`config.mk`:
```
export PLATFORM = sky130hd
export DESIGN_NAME = bcd_countdown
export DESIGN_NICKNAME = d
export VERILOG_FILES = /design/src/rtl/bcd_countdown_pkg.sv /design/src/rtl/bcd_countdown_tick_gen.sv /design/src/rtl/bcd_countdown.sv
export SDC_FILE = /design/constraint.sdc
export NUM_CORES = 1
export LEC_CHECK = 0
export ABC_AREA = 1
export BUFFER_PORTS_ARGS = -buffer_cell sky130_fd_sc_hd__clkbuf_2
export CORE_ASPECT_RATIO = 0.8
export CORE_UTILIZATION = 30
export DETAILED_ROUTE_END_ITERATION = 8
export GPL_ROUTABILITY_DRIVEN = 0
export GPL_TIMING_DRIVEN = 0
export SLEW_MARGIN = 20
export SYNTH_ARGS = -nofsm -noshare
export SYNTH_HDL_FRONTEND = slang
export SYNTH_SLANG_ARGS = --single-unit
```
`constraint.sdc`:
```
create_clock -name i_clock -period 1.7 [get_ports i_clock]
set_input_delay 0.425 -clock i_clock [delete_from_list [all_inputs] [get_ports i_clock]]
set_output_delay 0.425 -clock i_clock [all_outputs]
set_load 0.03 [all_outputs]
```
`src/rtl/bcd_countdown_pkg.sv`:
```
// Shared types and BCD helpers for the three-digit countdown timer.
// Auto-reload behaviour is selected with BCD_COUNTDOWN_AUTO_RELOAD_EN.
package bcd_countdown_pkg;

    typedef enum logic [1:0] {
        IDLE,
        RUN,
        PAUSED,
        DONE
    } state_t;

    typedef logic [3:0]  bcd_t;
    typedef logic [11:0] bcd3_t;

    function automatic bcd_t bcd_sat(input bcd_t d);
        return (d > 4'd9) ? 4'd9 : d;
    endfunction

    // Borrow ripples ones -> tens -> hundreds; 000 wraps to 999.
    function automatic bcd3_t bcd_dec3(input bcd3_t v);
        bcd_t h;
        bcd_t t;
        bcd_t o;
        h = v[11:8];
        t = v[7:4];
        o = v[3:0];
        if (o != 4'd0) begin
            o = o - 4'd1;
        end else begin
            o = 4'd9;
            if (t != 4'd0) begin
                t = t - 4'd1;
            end else begin
                t = 4'd9;
                h = (h != 4'd0) ? h - 4'd1 : 4'd9;
            end
        end
        return {h, t, o};
    endfunction

endpackage

```
`src/rtl/bcd_countdown_tick_gen.sv`:
```
// Prescaler: counts 0..PRESCALE-1 while enabled, ticks on the last count.
// Synchronous clear has priority over enable.
module bcd_countdown_tick_gen #(
    parameter int PRESCALE = 10
) (
    input  logic i_clk,
    input  logic i_rst,
    input  logic i_en,
    input  logic i_clr,
    output logic o_tick
);

    localparam int W = $clog2(PRESCALE);
    localparam logic [W-1:0] LAST = W'(PRESCALE - 1);

    logic [W-1:0] r_cnt;
    logic         w_last;

    assign w_last = (r_cnt == LAST);
    assign o_tick = i_en & w_last;

    always_ff @(posedge i_clk or posedge i_rst) begin
        if (i_rst) begin
            r_cnt <= '0;
        end else if (i_clr) begin
            r_cnt <= '0;
        end else if (i_en) begin
            r_cnt <= w_last ? '0 : r_cnt + 1'b1;
        end
    end

endmodule

```
`src/rtl/bcd_countdown.sv`:
```
// Three-digit BCD countdown timer with prescaler and expiry flag.
// Define BCD_COUNTDOWN_AUTO_RELOAD_EN for pulsed Done and automatic reload.
module bcd_countdown
    import bcd_countdown_pkg::*;
#(
    parameter int CLK_HZ  = 50_000_000,
    parameter int TICK_HZ = 1
) (
    input  logic        i_clock,
    input  logic        i_reset,
    input  logic        i_load,
    input  logic [11:0] i_load_value,
    input  logic        i_start,
    input  logic        i_pause,
    output logic [11:0] o_q,
    output logic        o_running,
    output logic        o_done
);

    localparam int PRESCALE = CLK_HZ / TICK_HZ;

    state_t r_state;
    bcd3_t  r_q;
    bcd3_t  r_reload;
    logic   r_running;
    logic   r_done;

    bcd3_t  w_sat;
    bcd3_t  w_dec;
    logic   w_start_ok;
    logic   w_q_zero;
    logic   w_clr;
    logic   w_en;
    logic   w_tick;
    logic   w_expire;

    assign w_sat = {bcd_sat(i_load_value[11:8]),
                    bcd_sat(i_load_value[7:4]),
                    bcd_sat(i_load_value[3:0])};
    assign w_dec      = bcd_dec3(r_q);
    assign w_start_ok = i_start & ~i_pause;
    assign w_q_zero   = (r_q == '0);

    assign w_clr = i_load |
                   ((r_state == IDLE) & w_start_ok & ~w_q_zero);
    // A Load on a tick edge discards that tick.
    assign w_en  = (r_state == RUN) & ~i_load;

    assign w_expire = w_tick & ~w_q_zero & (w_dec == '0);

    bcd_countdown_tick_gen #(
        .PRESCALE (PRESCALE)
    ) u_tick (
        .i_clk  (i_clock),
        .i_rst  (i_reset),
        .i_en   (w_en),
        .i_clr  (w_clr),
        .o_tick (w_tick)
    );

    always_ff @(posedge i_clock or posedge i_reset) begin
        if (i_reset) begin
            r_state   <= IDLE;
            r_q       <= '0;
            r_reload  <= '0;
            r_running <= 1'b0;
            r_done    <= 1'b0;
        end else if (i_load) begin
            r_state   <= IDLE;
            r_q       <= w_sat;
            r_reload  <= w_sat;
            r_running <= 1'b0;
            r_done    <= 1'b0;
        end else begin
`ifdef BCD_COUNTDOWN_AUTO_RELOAD_EN
            r_done <= 1'b0;
`endif
            unique case (r_state)
                IDLE: begin
                    if (w_start_ok && !w_q_zero) begin
                        r_state   <= RUN;
                        r_running <= 1'b1;
                    end
                end
                RUN: begin
`ifdef BCD_COUNTDOWN_AUTO_RELOAD_EN
                    // 000 is shown for a full tick period before reload.
                    if (w_tick) begin
                        r_q <= w_q_zero ? r_reload : w_dec;
                    end
                    if (w_expire) begin
                        r_done <= 1'b1;
                    end
                    if (i_pause) begin
                        r_state   <= PAUSED;
                        r_running <= 1'b0;
                    end
`else
                    if (w_tick) begin
                        r_q <= w_dec;
                    end
                    if (w_expire) begin
                        r_state   <= DONE;
                        r_running <= 1'b0;
                        r_done    <= 1'b1;
                    end else if (i_pause) begin
                        r_state   <= PAUSED;
                        r_running <= 1'b0;
                    end
`endif
                end
                PAUSED: begin
                    if (w_start_ok) begin
                        r_state   <= RUN;
                        r_running <= 1'b1;
                    end
                end
                DONE: begin
                end
            endcase
        end
    end

    assign o_q       = r_q;
    assign o_running = r_running;
    assign o_done    = r_done;

endmodule

```
==> Word-level counts from Yosys, hierarchy flattened <==
Index checks and enable logic that the tools add are counted.
{ "totals": {"register_bits": 42, "latchBits": 0, "mem_bits_rw": 0, "romBits": 0, "in_bits": 17, "out_inout_bits": 14, "wordCells": 75, "memories": 0} }
{ "classes": {"addsub": 4, "n_mul": 0, "div_mod_pow": 0, "magnitude_cmp": 3, "eq_ne": 6, "n_shift": 0, "n_mux": 30, "bitwise": 11, "n_reduce_logical": 16} }
{ "op_table": {"columns": ["cell", "n"], "rows": [
  ["2-to-1 mux 26 bit", 3],
  ["2-to-1 mux 12 bit", 3],
  ["2-to-1 mux 4 bit", 9],
  ["adder 26 x 1 -> 26 bit (second input constant)", 1],
  ["== test 26 bit (second input constant)", 1],
  ["logical NOT 12 bit", 2],
  ["nonzero test 4 bit", 4],
  ["> comparator 4 bit (second input constant)", 3],
  ["subtractor 4 x 1 -> 4 bit (second input constant)", 3],
  ["2-to-1 mux 2 bit", 5],
  ["2-to-1 mux 1 bit", 8],
  ["nonzero test 2 bit", 4],
  ["bitwise AND 1 bit", 7],
  ["one-hot mux 2 bit (3 select lines)", 1],
  ["inequality test 4 bit (second input constant)", 1],
  ["AND reduction 2 bit", 2],
  ["AND reduction 4 bit", 1],
  ["inequality test 3 x 2 -> 1 bit (second input constant)", 1],
  ["inequality test 3 bit (second input constant)", 1],
  ["inverter 1 bit", 3],
  ["one-hot mux 1 bit (3 select lines)", 1],
  ["== test 2 x 1 -> 1 bit (second input constant)", 1],
  ["== test 2 bit (second input constant)", 1],
  ["logical NOT 2 bit", 1],
  ["3 further kinds", 3]
]} }

==> Depth between registers and ports, before layout <==
Gate-level depths: netlist (run 1).
{ "depth": {"depth_word": 9, "depth_mapped": 13, "depth_no_buf": 13} }

==> Cells and area by module <==
From an unflattened synthesis (run 1), not the netlist that was laid out.
{ "hier_totals": {"cells_unflattened": 405, "area_unflattened_um2": 2837.7} }
{ "by_module_without_submodules": {"columns": ["module", "n_inst", "cells_each", "area_each_um2", "seq_area_each_um2"], "rows": [
  ["bcd_countdown_tick_gen", 1, 231, 1642.8, 650.6],
  ["bcd_countdown", 1, 174, 1194.9, 400.4]
]} }

==> Worst setup path before layout (run 1) <==
OpenSTA, ideal clock, no wires.
{ "synth_path": {"kind": "register to register", "from": "register r_q[2] (netlist: o_q[2])", "to": "register u_tick.r_cnt[20]", "setup_ns": 0.118, "arrival_ns": 1.635, "t_required_ns": 1.582, "path_slack_ns": -0.053, "path_stages_with_launch": 11, "path_buffers": 1, "period_less_slack_ns": 1.753, "path_cell_list": "dfrtp_1 nor2_4 nand2_4 nor2_8 nand3_2 nand3_2 nand2_2 buf_6 nand3_1 xor2_1 nor2_1"} }
{ "synth_via": {"elab_chain_cells": 5, "word_cells_on_any_way": 6, "cone_classes": "mux: 1; bitwise: 3; reduce/logical: 2"} }
{ "synth_lines": {"columns": ["item", "line_no", "source"], "rows": [
  ["start: declaration", "bcd_countdown.sv:23", "bcd3_t r_q;"],
  ["start signal: assignment", "bcd_countdown.sv:70", "r_q <= w_sat;"],
  ["start signal: assignment", "bcd_countdown.sv:100", "r_q <= w_dec;"],
  ["logical NOT 12 bit *", "bcd_countdown.sv:42", "assign w_q_zero = (r_q == '0);"],
  ["inverter 1 bit *", "bcd_countdown.sv:45", "((r_state == IDLE) & w_start_ok & ~w_q_zero);"],
  ["bitwise AND 1 bit *", "bcd_countdown.sv:45", null],
  ["bitwise OR 1 bit *", "bcd_countdown.sv:44", "assign w_clr = i_load |"],
  ["2-to-1 mux 26 bit or nonzero test 2 bit (tied branches)", null, null],
  ["end signal: assignment", "bcd_countdown_tick_gen.sv:28", "r_cnt <= w_last ? '0 : r_cnt + 1'b1;"],
  ["end: declaration", "bcd_countdown_tick_gen.sv:16", "logic [W-1:0] r_cnt;"]
]} }
Every way passes the cells marked *; elsewhere a longest branch is shown, timed or not.
A chain may end at the register's enable or synchronous reset.

==> Worst setup path after layout (run 1) <==
{ "layout_path": {"from": "register r_q[0] (netlist: o_q[0])", "to": "register u_tick.r_cnt[7]"} }
Same word-level chain as after synthesis.

==> results of run 1 <==
==> timing repair <==
| action | in CTS | in global routing |
|---|---|---|
| pin swaps | 20 | 28 |
| endpoints found under the setup margin | 39 | 42 |
| setup buffers | 27 | 12 |
| gates cloned | 1 | 1 |
| resized for setup | 40 | 75 |
==> through the flow <==
stage / power (uW) / std cells / setup WS [ns]
after floorplan: 1830 / 370 / 0.00875
after global placement: 2070 / 512 / -0.476
after detailed placement: 2090 / 513 / -0.362
after CTS: 3230 / 549 / -0.0469
after global routing: 3660 / 561 / -0.179
final: 3500 / 561 / -0.0957
==> sequential cells by signal, indices dropped and copies added, names as in the netlist <==
signal,count
r_state,2
o_running,1
o_q,12
o_done,1
u_tick.r_cnt,26
==> power by group through the flow <==
stage | combinational [uW] | sequential [uW] | clock [uW]
CTS | 1100 | 1180 | 951
finish | 1370 | 1190 | 945
floorplan | 571 | 1260 | 0
global placement | 877 | 1190 | 0
detailed placement | 898 | 1190 | 0
global route | 1470 | 1200 | 989
==> logic make-up after synthesis <==
| family | share of synthesized area (%) |
|---|---|
| and+or+nand+nor | 35.5 |
| AOI/OAI and AO/OA | 11.1 |
| DFF | 38.2 |
| buffers and inverters | 9.92 |
| adders and majority gates | 1.82 |
| xor gates and xnor gates | 3.50 |
==> cell type report <==
type                            count  area, um^2
Fill cell                         830        4720
Sequential cell                    42        1060
Clock buffer                        6         129
Timing Repair Buffer               71         519
Clock inverter                      2        10.0
Tap cell                          112         140
Multi-Input combinational cell    262        1800
Buffer                              6        63.8
Inverter                           60         230
==> final timing paths <==
check	endpoint	slack, ns	cells past startpoint
min reg2reg	o_done	0.48	2
max in group asynchronous	u_tick.r_cnt[13]	1.16	3
max reg2reg	u_tick.r_cnt[7]	-0.1	10
max	u_tick.r_cnt[7]	-0.1	10
min	o_q[1]	0.07	2
min in group i_clock	o_q[5]	0.41	3
==> layout by cell type, fill, tap and decap left out, types with 12 or more instances in the layout <==
cell type,synthesis,layout
inv_1,56,52
nand2_1,71,58
dfrtp_1,42,36
o21ai_2,1,12
nand2_4,3,12
buf_4,0,33
nand3_1,30,17
clkbuf_2,0,30
nor2_1,43,31
nand3_2,2,12
==> worst max-delay path, cell delays in order (launching register included) <==
cell,delay (ns)
dfrtp_2,0.42
nor2_4,0.19
nand2_4,0.10
nor2_8,0.17
nand3_4,0.10
nand3_4,0.11
nand2_4,0.07
nor2_4,0.18
nor2_4,0.08
buf_8,0.16
nor3_2,0.14
==> routing by layer <==
layer | GRT usage [%] | part of all wire, % | vias to the layer above
li1 | - | - | 1359
met1 | 24.5 | 46 | 1340
met2 | 24.8 | 48 | 77
met3 | 2.60 | 4.7 | 11
met4 | 5.65 | 1.3 | 0
met5 | 0 | 0 | -
==> results.toml, run 1 <==
[pwr]
power_density_nw_per_um2 = 884
clock_power_share_pct = 27.0
p_leak_uw = 0.00190
netSwitchingPower_uw = 1330
switching_share_pct = 37.9
seq_power_share_pct = 33.9
p_int_uw = 2170
vdd_drop_max_v = 0.000450
power_frac_comb_pct = 39.1

[synth]
synth-seq-cells = 42
synth_cell_types = 42
netlist_area_um2 = 2750
synth_top_cell_area_share_pct = 38.2
ys_seq_area_share_pct = 38.2
synth_top_cells_by_area = "dfrtp_1 (38%), nand2_1 (9.7%), inv_1 (7.6%)"
ys.warnings.count = 0
yosysMostFrequentCell = "nand2_1"
avgSynthCellArea_um2 = 7.43
synth_edf_count = 0
dominantRegCellSynth = "dfrtp_1"
ys_top_cells_by_count = "nand2_1 (71), inv_1 (56), nor2_1 (43)"
syn_nets = 391
syn_inst = 370
synthArstFlopShare_pct = 100
yosysTopAreaCell = "dfrtp_1"

[cts]
clk_pin_slew_ns = 0.06
cts-hold-fix-buffers = 0
tritoncts = "done"
cts-htree-levels = 2
cts-buffers-inserted = 5
cts_sinks = 42
root_buffer = "clkbuf_16"
cts_buffer_depth = 2
clk-insertion-delay-late_ns = 0.29

[sta]
clock_skew_ns = 0.00510
worst_pin_slew_ns = 0.518
rsz0062_at_grt = "yes"
worst_slack_ns = -0.0957
finalSetupViolations = 34
setup_tns_ns = -1.77
fin_crit_sh_pct = 106
holdWs_ns = 0.0683
fmax_ghz = 0.557
maxSlewHeadroom_pct = 65.5
post-route-min-period_ns = 1.80
finalHoldViolations = 0
slew_violations = 0

[floorplanning]
dieArea_um2 = 9560
ios = 31
fp.dieH_um = 87.6
initial_core_util_pct = 31.7
die_width_um = 109
rows = 30
core_area_um2 = 8670

[route]
drc = 0
ant_nets = 0
routed_wl_um = 8190
wl_per_cell_um = 14.6
vias = 2787
drt-initial-drc-count = 142
firstDrtPassIters = 5
viasPerCell = 4.97

[setup_path]
path_max_fanout = 10
start_kind = "flip-flop"
regToRegStartpoint = "o_q[0]"
critPathKind = "reg -> reg"
crit_arrival_ns = 2.01
worstSetupEndpointType = "flip-flop"
worstSetupStartpoint = "o_q[0]"
crit_required_ns = 1.91

[place]
dpl.hpwl_um = 5190
numPortBuffers = 30
placed_cell_area_um2 = 3070

[grt]
first_global_vias = 2537
antenna_found_initial = 0
grt_pass1_wl_um = 12300
gr-usage-all-layers_pct = 16.7
grt-ovfl-total = 0
grt_start_max_net_pins = 32

[final_layout]
design_area_um2 = 3960
finalNetCount = 469
syn_to_final_growth_pct = 43.8
fin_util_pct = 45.6
drive_gt1_share_pct = 41.9
antenna_cells = 0

[hold_path]
hold_class = "in -> async"

[outcome]
violations = "negative setup slack"
status = "finished, violations left"

[job]
drv_cap = 0
Power figures use the tool's default switching activity.
==> run 2, diff against run 1 <==
--- a/config.mk
+++ b/config.mk
@@ -12,6 +12,7 @@
 export DETAILED_ROUTE_END_ITERATION = 8
 export GPL_ROUTABILITY_DRIVEN = 0
 export GPL_TIMING_DRIVEN = 0
+export SKIP_LAST_GASP = 1
 export SLEW_MARGIN = 20
 export SYNTH_ARGS = -nofsm -noshare
 export SYNTH_HDL_FRONTEND = slang
==> results.toml, run 2 (same netlist as run 1, synthesis figures left out) <==
[outcome]
status = "finished, violations left"
violations = "negative setup slack"

[floorplanning]
initial_core_util_pct = 31.7
ios = 31
fp.dieH_um = 87.6
die_width_um = 109
rows = 30
core_area_um2 = 8670
dieArea_um2 = 9560

[final_layout]
layout_common_cells = "nand2_1 (61), inv_1 (52), dfrtp_1 (36)"
syn_to_final_growth_pct = 42.6
final_cells = 561
finalNetCount = 469
register_area_um2 = 1060
largest_register_ffs = 26
layout.cells.most_common = "nand2_1"
fillers = 836
largest-register = "u_tick.r_cnt"
multiInputGateArea_um2 = 1770
antenna_cells = 0
drive_gt1_share_pct = 40.5

[cts]
cts_buffer_depth = 2
cts-buffers-inserted = 5
cts-htree-levels = 2
cts-hold-fix-buffers = 0
cts_sinks = 42
root_buffer = "clkbuf_16"
tritoncts = "done"
clk-insertion-delay-late_ns = 0.28
clk_pin_slew_ns = 0.06

[setup_path]
worstSetupStartpoint = "u_tick.r_cnt[1]"
crit_buf_inv = 0
crit_required_ns = 1.90
crit_end = "o_q[0]"
path_max_fanout = 7
crit_arrival_ns = 2.02
slowest_delay_ns = 0.40
reg2reg_depth = 10
start_kind = "flip-flop"
worstPathCellList = "ha_4, nand2_4, nor2_4, nand2_4, nor2_4, and2_4, nand2_4, nand2_4, o311ai_0, o21ai_1"
critPathKind = "reg -> reg"
critPathSlowestCell = "dfrtp_1"
r2r_end = "o_q[0]"
cp_num_cells = 10
rrSetupSlack_ns = -0.12
cp_top_family = "simple AND/OR/NAND/NOR gates"
worstSetupEndpointType = "flip-flop"
regToRegStartpoint = "u_tick.r_cnt[1]"
crit_top_cell = "nand2_4"

[job]
drv_cap = 0

[grt]
grt_pass1_wl_um = 12300
grt-ovfl-total = 0
gr-usage-all-layers_pct = 16.7
first_global_vias = 2539
grt_start_max_net_pins = 32
antenna_found_initial = 0

[sta]
worst_pin_slew_ns = 0.528
clock_skew_ns = 0.00540
maxSlewHeadroom_pct = 64.8
finalSetupViolations = 35
slew_violations = 0
finalHoldViolations = 0
fin_crit_sh_pct = 107
fmax_ghz = 0.550
rsz0062_at_grt = "yes"
post-route-min-period_ns = 1.82
holdWs_ns = 0.0681
setup_tns_ns = -1.99
worst_slack_ns = -0.117

[route]
firstDrtPassIters = 5
drt-initial-drc-count = 156
drc = 0
viasPerCell = 5.01
wl_per_cell_um = 14.6
vias = 2812
routed_wl_um = 8160
ant_nets = 0

[pwr]
clock_power_share_pct = 26.9
power_frac_comb_pct = 38.9
p_int_uw = 2170
netSwitchingPower_uw = 1310
switching_share_pct = 37.6
p_leak_uw = 0.00187
seq_power_share_pct = 34.2
vdd_drop_max_v = 0.000448
power_density_nw_per_um2 = 885

[hold_path]
hold_class = "in -> async"

[place]
dpl.hpwl_um = 5190
placed_cells = 513
numPortBuffers = 30
place_worst_setup_slack_ns = -0.362
run 2: cell counts in the layout (fill, tap and decap cells not counted):
Identical to the previous run, type by type.
run 2: through the flow:
stage / area, um^2 / total power, uW / util (%)
5_1_grt: 3920 / 3650 / 45.2
3_5_place_dp: 3070 / 2090 / 35.4
3_3_place_gp: 3050 / 2070 / 35.1
6_report: 3920 / 3470 / 45.2
2_1_floorplan: 2760 / 1830 / -
4_1_cts: 3580 / 3230 / 41.3
run 2: cell type report:
class | count | share of cell area, %
inverter | 60 | 5.87
tap | 112 | 3.57
sequential | 42 | 27.0
timing repair buffer | 71 | 13.2
clock inverter | 2 | 0.255
clock buffer | 6 | 3.29
multi-input combinational | 262 | 45.2
buffer | 6 | 1.63
run 2: worst min path at each step:
stage                         start         endpoint  slack [ns]  depth (start not counted)
finish                      i_reset           o_q[1]        0.07                          2
global route                i_reset           o_q[1]        0.08                          2
CTS                         i_reset           o_q[8]        0.08                          2
detailed placement          i_reset  u_tick.r_cnt[0]        0.38                          2
global placement             o_done           o_done        0.47                          2
floorplan           u_tick.r_cnt[6]  u_tick.r_cnt[6]        0.46                          2
run 2: power groups by stage:
stage | Clock (uW) | Combinational (uW) | Sequential (uW)
6_report | 935 | 1350 | 1190
5_1_grt | 993 | 1460 | 1200
4_1_cts | 951 | 1100 | 1180
3_5_place_dp | 0 | 898 | 1190
3_3_place_gp | 0 | 877 | 1190
2_1_floorplan | 0 | 571 | 1260
run 2: timing repair:
item	4_1_cts	5_1_grt
setup buffers	27	12
pin swaps	19	28
gates cloned	1	1
endpoints found under the setup margin	39	42
resized for setup	40	63
run 2: layer usage:
layer | track usage, % | share of wire (%)
met2 | 24.8 | 48
met4 | 5.65 | 1.2
met1 | 24.5 | 45
met5 | 0 | 0
met3 | 2.60 | 6.5
run 2: worst register-to-register path, stage by stage, from the launching register on:
cell and delay, ns:
dfrtp_1 0.40, ha_4 0.17, nand2_4 0.06, nor2_4 0.16, nand2_4 0.09, nor2_4 0.11
and2_4 0.21, nand2_4 0.07, nand2_4 0.11, o311ai_0 0.20, o21ai_1 0.14
==> run 3, diff against run 2 <==
--- a/config.mk
+++ b/config.mk
@@ -16,4 +16,5 @@
 export SLEW_MARGIN = 20
 export SYNTH_ARGS = -nofsm -noshare
 export SYNTH_HDL_FRONTEND = slang
+export SYNTH_HIERARCHICAL = 1
 export SYNTH_SLANG_ARGS = --single-unit
==> results.toml, run 3 <==
[outcome]
status = "finished, violations left"
violations = "negative setup slack"

[setup_path]
worstSetupEndpointType = "flip-flop"
critPathSlowestCell = "dfrtp_1"
slowest_delay_ns = 0.41
start_kind = "flip-flop"
reg2reg_depth = 17
rrSetupSlack_ns = -0.49
crit_arrival_ns = 2.37
r2r_end = "o_running"
worstPathCellList = "ha_4, nand2_4, nand3b_1, nor2_1, nand2_1, nor2_2, nand3_1, nor2_1, nand2_1, nor2_2, nand2_1, nor2_2, nand2_2, nand2_2, nand2_4, nand2_1, nand2_1"
path_max_fanout = 4
crit_required_ns = 1.88
crit_top_cell = "nand2_1"
regToRegStartpoint = "u_tick/r_cnt[0]"
critPathKind = "reg -> reg"

[sta]
worst_pin_slew_ns = 0.667
rsz0062_at_grt = "yes"
finalSetupViolations = 41
maxSlewHeadroom_pct = 55.5
worst_slack_ns = -0.490
clock_skew_ns = 0.00571
finalHoldViolations = 0
fmax_ghz = 0.457
post-route-min-period_ns = 2.19
slew_violations = 0
fin_crit_sh_pct = 129

[synth]
ys.warnings.count = 6
synth_top_family_by_area = "simple AND/OR/NAND/NOR gates"
muxShareOfSynthArea_pct = 0
synth-seq-cells = 42
yosysMostFrequentCell = "nand2_1"
synth_fa_ha_area_share_pct = 1.76
dominantRegCellSynth = "dfrtp_1"
netlist_area_um2 = 2840
syn_inst = 405
syn_nets = 426
avgSynthCellArea_um2 = 7.01
synthArstFlopShare_pct = 100
synth_xor_area_share_pct = 3.40
synth_top_cells_by_area = "dfrtp_1 (37%), nand2_1 (13%), nor2_1 (10%)"
synth_top_cell_area_share_pct = 37.0
yosysTopAreaCell = "dfrtp_1"
ys_top_cells_by_count = "nand2_1 (100), nor2_1 (76), inv_1 (44)"
synth_edf_count = 0
ys_seq_area_share_pct = 37.0
synth_cell_types = 38
synth-compound-area-share_pct = 8.64
synthSimpleGateAreaFrac_pct = 41.0

[route]
routed_wl_um = 9200
ant_nets = 0
vias = 3118
drc = 0
wl_per_cell_um = 14.9
drt-initial-drc-count = 291
firstDrtPassIters = 6
viasPerCell = 5.05

[final_layout]
layout_common_cells = "nand2_1 (84), nor2_1 (59), inv_1 (40), buf_4 (40), dfrtp_1 (33)"
drive_gt1_share_pct = 41.8
largest-register = "u_tick/r_cnt"
finalNetCount = 522
antenna_cells = 0
design_area_um2 = 4290
syn_to_final_growth_pct = 51.1
layout.cells.most_common = "nand2_1"
fillers = 835
largest_register_ffs = 26

[job]
drv_cap = 0

[floorplanning]
die_width_um = 111
core_area_um2 = 9110
ios = 31
fp.dieH_um = 89.0
dieArea_um2 = 9850
initial_core_util_pct = 31.1
rows = 31

[cts]
clk_pin_slew_ns = 0.06
cts-htree-levels = 2
clk-insertion-delay-late_ns = 0.29
cts-buffers-inserted = 5
root_buffer = "clkbuf_16"
cts-hold-fix-buffers = 0
tritoncts = "done"
cts_buffer_depth = 2
cts_sinks = 42

[place]
dpl.hpwl_um = 5440
place_worst_setup_slack_ns = -0.700
placed_cell_area_um2 = 3210
numPortBuffers = 30

[grt]
grt_start_max_net_pins = 27
gr-usage-all-layers_pct = 18.0
grt_pass1_wl_um = 14000
first_global_vias = 2881
grt-ovfl-total = 0
antenna_found_initial = 0

[pwr]
power_density_nw_per_um2 = 838
vdd_drop_max_v = 0.000402
p_leak_uw = 0.00187

[hold_path]
hold_class = "in -> async"
## run 3: cell count changes in the layout (fill, tap and decap cells not counted), moves of 8 or more
cell,change
nor2_2,+11
inv_1,-12
nor2_4,+9
nand2_2,+8
nor2_1,+28
nand3_2,-8
nand2_1,+23
## run 3: worst max-delay path by stage
| stage | from | endpoint | slack [ns] | cells after the start |
|---|---|---|---|---|
| after floorplan | o_q[5] | u_tick/r_cnt[17] | -0.28 | 13 |
| after detailed placement | i_load | r_state[0] | -0.70 | 16 |
| after CTS | u_tick/r_cnt[1] | o_running | -0.41 | 17 |
| after global placement | i_load | o_running | -0.70 | 16 |
| final | u_tick/r_cnt[0] | o_running | -0.49 | 17 |
| after global routing | u_tick/r_cnt[0] | o_running | -0.59 | 17 |
## run 3: worst max-delay path: cells and delay by family (launching register included)
kind / cells / cell delay (ns)
simple gates: 16 / 1.50
flops: 1 / 0.41
fa+ha+maj: 1 / 0.18
## run 3: cell families after synthesis
| kind of cell | after synthesis |
|---|---|
| buf+inv | 55 |
| simple gates | 254 |
| compound gates | 39 |
| fa+ha+maj | 4 |
| flops | 42 |
| xor+xnor | 11 |
## run 3: layer usage
layer,part of all wire [%],GRT usage (%)
met1,45,24.0
met2,47,29.8
met3,6.1,2.64
met4,2.4,7.39
met5,0,0
## run 3: power by group
part | leakage, uW | switching [uW] | internal [uW]
clock | 0.0000652 | 395 | 547
combinational | 0.00126 | 843 | 649
sequential | 0.000546 | 80.9 | 1080
total | 0.00187 | 1320 | 2280
## run 3: timing repair
action | CTS | global route
pin swaps | 49 | 30
endpoints found under the setup margin | 42 | 42
cloned | 5 | 0
setup buffers | 37 | 17
endpoints found under the hold margin | 0 | 0
gates resized for setup | 75 | 42
## run 3: through the flow
step | std cells | total power, uW | TNS, ns | utilization (%) | hold slack, ns
after global placement | 550 | 2020 | -19.53 | 35.3 | 0.482
after detailed placement | 550 | 2040 | -21.25 | 35.3 | 0.475
after CTS | 600 | 3420 | -8.54 | 43.8 | 0.253
after floorplan | 405 | 1810 | -5.90 | - | 0.338
final | 617 | 3600 | -10.30 | 47.1 | 0.206
after global routing | 617 | 3770 | -13.66 | 47.1 | 0.251
## run 3: layout make-up
class / instances / area [um^2] / area share, %
Timing Repair Buffer: 86 / 684 / 16.0
Clock buffer: 8 / 136 / 3.18
Tap cell: 115 / 144 / 3.35
Sequential cell: 42 / 1060 / 24.8
Multi-Input combinational cell: 308 / 1930 / 45.0
Timing Repair inverter: 3 / 38.8 / 0.904
Inverter: 50 / 223 / 5.19
Buffer: 5 / 68.8 / 1.60
